--- src/rtl/ghost_nav_ctrl.sv ---
// ghost_nav_ctrl: per-ghost navigation controller.
// Runs the SCATTER/CHASE/FRIGHT mode schedule and a 16-bit LFSR for
// frightened wandering. Each decision request goes through two stages:
// stage 1 registers the neighbour distances, stage 2 picks a direction.
`timescale 1ns/1ps
module ghost_nav_ctrl #(
  parameter int          COORD_W       = 8,
  parameter int          SCATTER_TICKS = 420,
  parameter int          CHASE_TICKS   = 1200,
  parameter int          FRIGHT_TICKS  = 360,
  parameter int          NEAR_DIST     = 64,
  parameter logic [15:0] LFSR_SEED     = 16'hACE1
) (
  input  logic                   clock,
  input  logic                   reset,
  input  logic                   tick_en,
  input  logic                   step,
  input  logic                   fright_start,
  input  logic [2*COORD_W-1:0]   cur_loc,
  input  logic [2*COORD_W-1:0]   pac_loc,
  input  logic [2*COORD_W-1:0]   corner_loc,
  input  logic                   clear_left,
  input  logic                   clear_right,
  input  logic                   clear_up,
  input  logic                   clear_down,
  output logic [2*COORD_W-1:0]   direction,
  output logic                   dir_valid,
  output logic                   busy,
  output logic [1:0]             mode
);

  localparam int LW   = 2 * COORD_W;
  localparam int DW   = 2 * COORD_W + 1;
  localparam int TMAX = (SCATTER_TICKS > CHASE_TICKS) ? SCATTER_TICKS : CHASE_TICKS;
  localparam int TW   = $clog2(TMAX + 1);
  localparam int FW   = $clog2(FRIGHT_TICKS + 1);

  localparam logic [15:0]   SEED         = (LFSR_SEED == 16'h0000) ? 16'h0001 : LFSR_SEED;
  localparam logic [TW-1:0] SCATTER_LAST = TW'(SCATTER_TICKS - 1);
  localparam logic [TW-1:0] CHASE_LAST   = TW'(CHASE_TICKS - 1);
  localparam logic [FW-1:0] FRIGHT_LOAD  = FW'(FRIGHT_TICKS);
  localparam logic [DW-1:0] NEAR_LIMIT   = DW'(NEAR_DIST);

  localparam logic [1:0] MODE_SCATTER = 2'd0;
  localparam logic [1:0] MODE_CHASE   = 2'd1;
  localparam logic [1:0] MODE_FRIGHT  = 2'd2;

  // Direction indices double as tie-break priority; reverse is index ^ 2.
  localparam logic [1:0] DIR_UP    = 2'd0;
  localparam logic [1:0] DIR_LEFT  = 2'd1;
  localparam logic [1:0] DIR_DOWN  = 2'd2;
  localparam logic [1:0] DIR_RIGHT = 2'd3;

  function automatic logic [LW-1:0] dir_delta(input logic [1:0] d);
    logic [LW-1:0] v;
    case (d)
      DIR_UP:   v = {{COORD_W{1'b0}}, {COORD_W{1'b1}}};
      DIR_LEFT: v = {COORD_W'(1), {COORD_W{1'b0}}};
      DIR_DOWN: v = {{COORD_W{1'b0}}, COORD_W'(1)};
      default:  v = {{COORD_W{1'b1}}, {COORD_W{1'b0}}};
    endcase
    return v;
  endfunction

  function automatic logic [LW-1:0] loc_add(input logic [LW-1:0] a, input logic [LW-1:0] d);
    logic [COORD_W-1:0] c;
    logic [COORD_W-1:0] r;
    c = a[LW-1:COORD_W] + d[LW-1:COORD_W];
    r = a[COORD_W-1:0] + d[COORD_W-1:0];
    return {c, r};
  endfunction

  function automatic logic [DW-1:0] sq_dist(input logic [LW-1:0] a, input logic [LW-1:0] b);
    logic [COORD_W-1:0] dc;
    logic [COORD_W-1:0] dr;
    logic [LW-1:0]      pc;
    logic [LW-1:0]      pr;
    dc = (a[LW-1:COORD_W] >= b[LW-1:COORD_W]) ? a[LW-1:COORD_W] - b[LW-1:COORD_W]
                                              : b[LW-1:COORD_W] - a[LW-1:COORD_W];
    dr = (a[COORD_W-1:0] >= b[COORD_W-1:0]) ? a[COORD_W-1:0] - b[COORD_W-1:0]
                                            : b[COORD_W-1:0] - a[COORD_W-1:0];
    pc = {{COORD_W{1'b0}}, dc} * {{COORD_W{1'b0}}, dc};
    pr = {{COORD_W{1'b0}}, dr} * {{COORD_W{1'b0}}, dr};
    return {1'b0, pc} + {1'b0, pr};
  endfunction

  logic [15:0]   lfsr;
  logic [TW-1:0] mode_timer;
  logic [TW-1:0] saved_timer;
  logic [1:0]    saved_mode;
  logic [FW-1:0] fright_cnt;
  logic          reverse_pending;
  logic          rp_set;
  logic [1:0]    last_dir;

  logic [3:0]    clear_vec;
  logic          near_pac;
  logic [LW-1:0] target;
  logic [DW-1:0] nb_dist [4];

  logic [1:0]    cap_mode;
  logic          cap_rp;
  logic [1:0]    cap_last;
  logic [1:0]    cap_rnd;
  logic [3:0]    cap_clear;
  logic [DW-1:0] cap_dist [4];

  logic [1:0]    rev_dir;
  logic [3:0]    allowed;
  logic [1:0]    pick;
  logic          pick_ok;
  logic [DW-1:0] best_dist;
  logic [1:0]    scan_idx;

  assign clear_vec = {clear_right, clear_down, clear_left, clear_up};

  // Free-running Fibonacci LFSR, x^16 + x^14 + x^13 + x^11 + 1.
  always_ff @(posedge clock or posedge reset) begin
    if (reset) begin
      lfsr <= SEED;
    end else begin
      lfsr <= {lfsr[14:0], lfsr[15] ^ lfsr[13] ^ lfsr[12] ^ lfsr[10]};
    end
  end

  // A reverse is requested on every schedule flip and on entry into FRIGHT.
  always_comb begin
    rp_set = 1'b0;
    if (fright_start) begin
      rp_set = (mode != MODE_FRIGHT);
    end else if (tick_en) begin
      if ((mode == MODE_SCATTER) && (mode_timer == SCATTER_LAST)) begin
        rp_set = 1'b1;
      end
      if ((mode == MODE_CHASE) && (mode_timer == CHASE_LAST)) begin
        rp_set = 1'b1;
      end
    end
  end

  // Mode schedule; fright_start has priority and swallows a same-edge tick.
  always_ff @(posedge clock or posedge reset) begin
    if (reset) begin
      mode        <= MODE_SCATTER;
      mode_timer  <= '0;
      saved_mode  <= MODE_SCATTER;
      saved_timer <= '0;
      fright_cnt  <= '0;
    end else if (fright_start) begin
      if (mode != MODE_FRIGHT) begin
        saved_mode  <= mode;
        saved_timer <= mode_timer;
        mode        <= MODE_FRIGHT;
      end
      fright_cnt <= FRIGHT_LOAD;
    end else if (tick_en) begin
      case (mode)
        MODE_SCATTER: begin
          if (mode_timer == SCATTER_LAST) begin
            mode       <= MODE_CHASE;
            mode_timer <= '0;
          end else begin
            mode_timer <= mode_timer + 1'b1;
          end
        end
        MODE_CHASE: begin
          if (mode_timer == CHASE_LAST) begin
            mode       <= MODE_SCATTER;
            mode_timer <= '0;
          end else begin
            mode_timer <= mode_timer + 1'b1;
          end
        end
        MODE_FRIGHT: begin
          if (fright_cnt <= FW'(1)) begin
            mode       <= saved_mode;
            mode_timer <= saved_timer;
          end else begin
            fright_cnt <= fright_cnt - 1'b1;
          end
        end
        default: mode <= MODE_SCATTER;
      endcase
    end
  end

  // Reverse request: a new request beats the clear from a consuming decision.
  always_ff @(posedge clock or posedge reset) begin
    if (reset) begin
      reverse_pending <= 1'b0;
    end else if (rp_set) begin
      reverse_pending <= 1'b1;
    end else if (busy && cap_rp) begin
      reverse_pending <= 1'b0;
    end
  end

  // Stage 1 combinational: target choice and distances of the four neighbours.
  always_comb begin
    near_pac = (sq_dist(cur_loc, pac_loc) < NEAR_LIMIT);
    target   = ((mode == MODE_CHASE) && !near_pac) ? pac_loc : corner_loc;
    for (int i = 0; i < 4; i++) begin
      nb_dist[i] = clear_vec[i] ? sq_dist(loc_add(cur_loc, dir_delta(2'(i))), target)
                                : {DW{1'b1}};
    end
  end

  // Stage 2 combinational: forced reverse, random wander, or shortest distance.
  always_comb begin
    rev_dir   = cap_last ^ 2'b10;
    allowed   = cap_clear & ~(4'b0001 << rev_dir);
    if (allowed == 4'b0000) begin
      allowed = cap_clear & (4'b0001 << rev_dir);
    end
    pick      = DIR_UP;
    pick_ok   = 1'b0;
    best_dist = {DW{1'b1}};
    scan_idx  = 2'd0;
    if (cap_rp && cap_clear[rev_dir]) begin
      pick    = rev_dir;
      pick_ok = 1'b1;
    end else if (cap_mode == MODE_FRIGHT) begin
      for (int k = 0; k < 4; k++) begin
        scan_idx = cap_rnd + 2'(k);
        if (!pick_ok && allowed[scan_idx]) begin
          pick    = scan_idx;
          pick_ok = 1'b1;
        end
      end
    end else begin
      for (int k = 0; k < 4; k++) begin
        if (allowed[k] && (!pick_ok || (cap_dist[k] < best_dist))) begin
          pick      = 2'(k);
          best_dist = cap_dist[k];
          pick_ok   = 1'b1;
        end
      end
    end
  end

  // Decision pipeline: capture on an idle step, resolve on the following edge.
  always_ff @(posedge clock or posedge reset) begin
    if (reset) begin
      busy      <= 1'b0;
      dir_valid <= 1'b0;
      direction <= '0;
      last_dir  <= DIR_LEFT;
      cap_mode  <= MODE_SCATTER;
      cap_rp    <= 1'b0;
      cap_last  <= DIR_LEFT;
      cap_rnd   <= 2'd0;
      cap_clear <= 4'b0000;
      for (int i = 0; i < 4; i++) begin
        cap_dist[i] <= '0;
      end
    end else begin
      dir_valid <= 1'b0;
      if (busy) begin
        busy      <= 1'b0;
        dir_valid <= 1'b1;
        direction <= pick_ok ? dir_delta(pick) : '0;
        if (pick_ok) begin
          last_dir <= pick;
        end
      end else if (step) begin
        busy      <= 1'b1;
        cap_mode  <= mode;
        cap_rp    <= reverse_pending;
        cap_last  <= last_dir;
        cap_rnd   <= lfsr[1:0];
        cap_clear <= clear_vec;
        for (int i = 0; i < 4; i++) begin
          cap_dist[i] <= nb_dist[i];
        end
      end
    end
  end

endmodule

--- config.mk ---
export PLATFORM = sky130hd
export DESIGN_NAME = ghost_nav_ctrl
export DESIGN_NICKNAME = d
export VERILOG_FILES = /design/src/rtl/ghost_nav_ctrl.sv
export SDC_FILE = /design/constraint.sdc
export NUM_CORES = 2
export LEC_CHECK = 0
export CORE_MARGIN = 2
export CORE_UTILIZATION = 35
export CTS_CLUSTER_SIZE = 10
export DETAILED_ROUTE_END_ITERATION = 10
export HOLD_SLACK_MARGIN = 0.08
export PLACE_DENSITY_LB_ADDON = 0.3
export SLEW_MARGIN = 20
export SYNTH_ARGS = -nofsm -noshare
export SYNTH_HDL_FRONTEND = slang
export SYNTH_SLANG_ARGS = --single-unit
--- constraint.sdc ---
create_clock -name clock -period 22.2 [get_ports clock]
set_input_delay 4.44 -clock clock [delete_from_list [all_inputs] [get_ports clock]]
set_output_delay 4.44 -clock clock [all_outputs]
set_load 0.02 [all_outputs]
==> summary.md <==
| Metric | Value |
|---|---|
| Outcome | `completed` |
| Depth of the worst register-to-register path | `40` |
| First-pass GRT wire length | `120,000 µm` |
| Die ar. | `0.0825 mm²` |
| Setup TNS | `0 ps` |
| Final Max Tran Viols | `0` |
| Grt peak-use layer | `met2` |
| Layout Area Growth over Synthesis | `24.3%` |
| Initial antenna violation count | `1` |
| Most common cell on crit path | `fa_1` |
| Vias | `23,320` |
| Max-cap viol count | `0` |
| Starting DRT DRC Count | `1,094` |
| Util after Layout | `0.440` |
| Row count | `103` |
| Die Y | `287 µm` |
| Cell chosen for the clock root | `clkbuf_16` |
| Met3 usage | `0.0163` |
| Die W | `287 µm` |
| Routed WL | `71,800 µm` |
| Ys flop type | `dfrtp_1` |
| Remaining DRCs | `0` |
| Port-buffer cells | `76` |
| Number of synthesized flops with an enable pin | `0` |
| M2 GR Usage | `0.307` |
| Worst Max-Slew Pin Slew | `1040 ps` |
| Starting Density | `0.354` |
| Layout cells sized above 1 | `0.196` |
| Endpoints failing setup | `0` |
| Netlist cell types | `84` |
| Netlist Area Pre-Place | `0.0281 mm²` |
| Num ports | `77` |
| Hold Crit Depth | `0` |
| Met1 usage | `0.238` |
| Peak Freq | `46.4 MHz` |
| TritonRoute pass-1 iters | `5` |
| Fraction of registers with async set/reset | `1.00` |
| Critical path arrival | `21,850 ps` |
| Vias in the first global route | `23,992` |
| CTS sink cnt | `139` |
| Worst reg2reg setup slack | `11,450 ps` |
| Synthesized Nets | `4,076` |
| CTS Buf Count | `17` |
| Commonest non-fill, non-tap cell in the layout | `inv_1` |
| CTS tree | `built` |
| Most frequent cells in the layout | `624 x inv_1, 456 x buf_4, 403 x ha_1, 291 x fa_1, 285 x nor2_1` |
| Largest net degree at the start of global routing | `73` |
| Critical Path RT | `22,480 ps` |
| Kind of cell adding the most delay to the critical path | `adder cells` |
| Reg clk slew, reported paths | `60 ps` |
| Hold Path Origin | `lfsr[5]` |
| Critical Path Fanout Max | `6` |
| Warnings from Yosys | `0` |
| Worst R2R Start | `mode[1]` |
| Antenna diodes | `0` |
| Worst path bufs/invs | `18` |
| Final nets | `4,548` |
| Minimum clock period | `21,560 ps` |
| Clk buf depth | `2` |
| Routed Antenna Nets | `0` |
| Via-to-Cell Ratio | `4.82` |
| Hold Path Class | `reg2reg` |
| CP max-delay cell | `fa_2` |
| Tcrit/Tclk final | `0.971` |
| Post-CTS Hold Buffers | `0` |
| DR WL/cell | `14.9 µm` |
| Syn avg cell area | `8.51 µm²` |
| Final number of hold-violating endpoints | `0` |
| Clock Skew | `16.3 ps` |
| Worst-Skew Late Latency | `430 ps` |
| Register area share after synthesis | `0.124` |
| Min-Delay Endpoint | `lfsr[6]` |
| Largest stage delay, worst path | `560 ps` |
| Core area | `0.0793 mm²` |
| Max_slew headroom | `0.301` |
| Total grt overflow | `0` |
| CP Class | `in2reg` |
| Overall routing resource usage | `0.177` |
| CTS H-tree depth | `4` |
| DP HPWL | `61,300 µm` |
| RD Place Congestion | `0.912` |
| RR Endpoint | `cap_dist[66]` |
| Yosys reg bits | `139` |
| Crit. End Element | `register` |
| CP Launch Type | `primary input` |
| Cells after Synth | `3,301` |
[cells by family after synthesis]
kind of cell / count (synthesis) / share of synthesized area
and+or+nand+nor: 871 / 0.147
DFF: 139 / 0.124
xor gates and xnor gates: 181 / 0.0570
AOI/OAI and AO/OA: 571 / 0.134
buffers and inverters: 717 / 0.0984
adders and majority gates: 718 / 0.400
muxes: 104 / 0.0392
[worst register-to-register path, delay by kind of cell, from the launching register on]
kind / cells / cell delay, ps
fa+ha+maj: 12 / 5250
compound gates: 7 / 1540
xor+xnor: 3 / 550
mux: 2 / 470
flops: 1 / 460
buf+inv: 12 / 1350
simple gates: 4 / 970
[cell type report]
cell class / count / area [µm²]
fill: 7762 / 44400
multi-input combinational: 2446 / 22800
tap: 1050 / 1310
clock inverter: 13 / 165
sequential: 139 / 3490
clock buffer: 19 / 443
timing repair buffer: 540 / 4290
inverter: 629 / 2370
[how the worst max path moves through the flow]
stage / cells past startpoint / end / slack [ps] / startpoint
2_1_floorplan: 67 / cap_dist[33] / 10 / cur_loc[10]
3_3_place_gp: 68 / cap_dist[33] / -450 / cur_loc[8]
3_5_place_dp: 74 / cap_dist[16] / -700 / cur_loc[8]
4_1_cts: 75 / cap_dist[16] / 10 / cur_loc[8]
5_1_grt: 78 / cap_dist[66] / -130 / pac_loc[8]
6_report: 70 / cap_dist[66] / 640 / pac_loc[8]
[stage by stage]
step / hold slack [ps] / setup WS [ps] / instances / area, µm²
after CTS: 350 / 10.2 / 4819 / 33900
after detailed placement: 336 / -697 / 4785 / 33100
after floorplan: 331 / 12.4 / 3301 / 28100
after global placement: 337 / -453 / 4785 / 33100
after global routing: 357 / -132 / 4836 / 34900
final: 350 / 636 / 4836 / 34900
[timing repair]
action / CTS / global route
resized for setup: 19 / 210
setup endpoints to repair: 17 / 40
cloned: 1 / 0
pin swaps: 3 / 85
buffers inserted: 1 / 17
[state kept, by name (all words and copies together) (netlist names)]
name / count
cap_dist: 68
lfsr: 16
mode_timer: 11
saved_timer: 11
fright_cnt: 9
cap_clear: 4
direction: 4
cap_last: 2
cap_mode: 2
cap_rnd: 2
last_dir: 2
mode: 2
saved_mode: 2
busy: 1
cap_rp: 1
dir_valid: 1
reverse_pending: 1
[layer usage]
metal / vias up / routed length, µm / part of all wire
met5: - / 13 / 0.00018
met1: 11143 / 34200 / 0.48
met4: 2 / 1280 / 0.018
met2: 279 / 34500 / 0.48
li1: 11823 / - / -
met3: 73 / 1900 / 0.026
[Yosys cell counts, drive strengths merged (21+ instances only)]
cell type	n	share of area
buf	29	0.0065
clkbuf	59	0.0079
and3	24	0.0053
nor2b	36	0.0080
a31oi	53	0.012
o22a	28	0.0087
xor2	63	0.020
o21ai	136	0.024
dfrtp	129	0.11
ha	419	0.19
inv	629	0.084
nand2	196	0.026
a21o	40	0.011
xnor2	118	0.037
and2	38	0.0085
or2	31	0.0069
nor2	301	0.040
mux2i	58	0.021
nand2b	35	0.0078
nor3	63	0.011
mux2	46	0.019
a21oi	133	0.024
fa	299	0.21
nand3	61	0.011
or3	21	0.0047
Power is left out: the tool's default activity adds up to more than one toggle a clock period on the data nets, which glitch-free logic cannot reach.
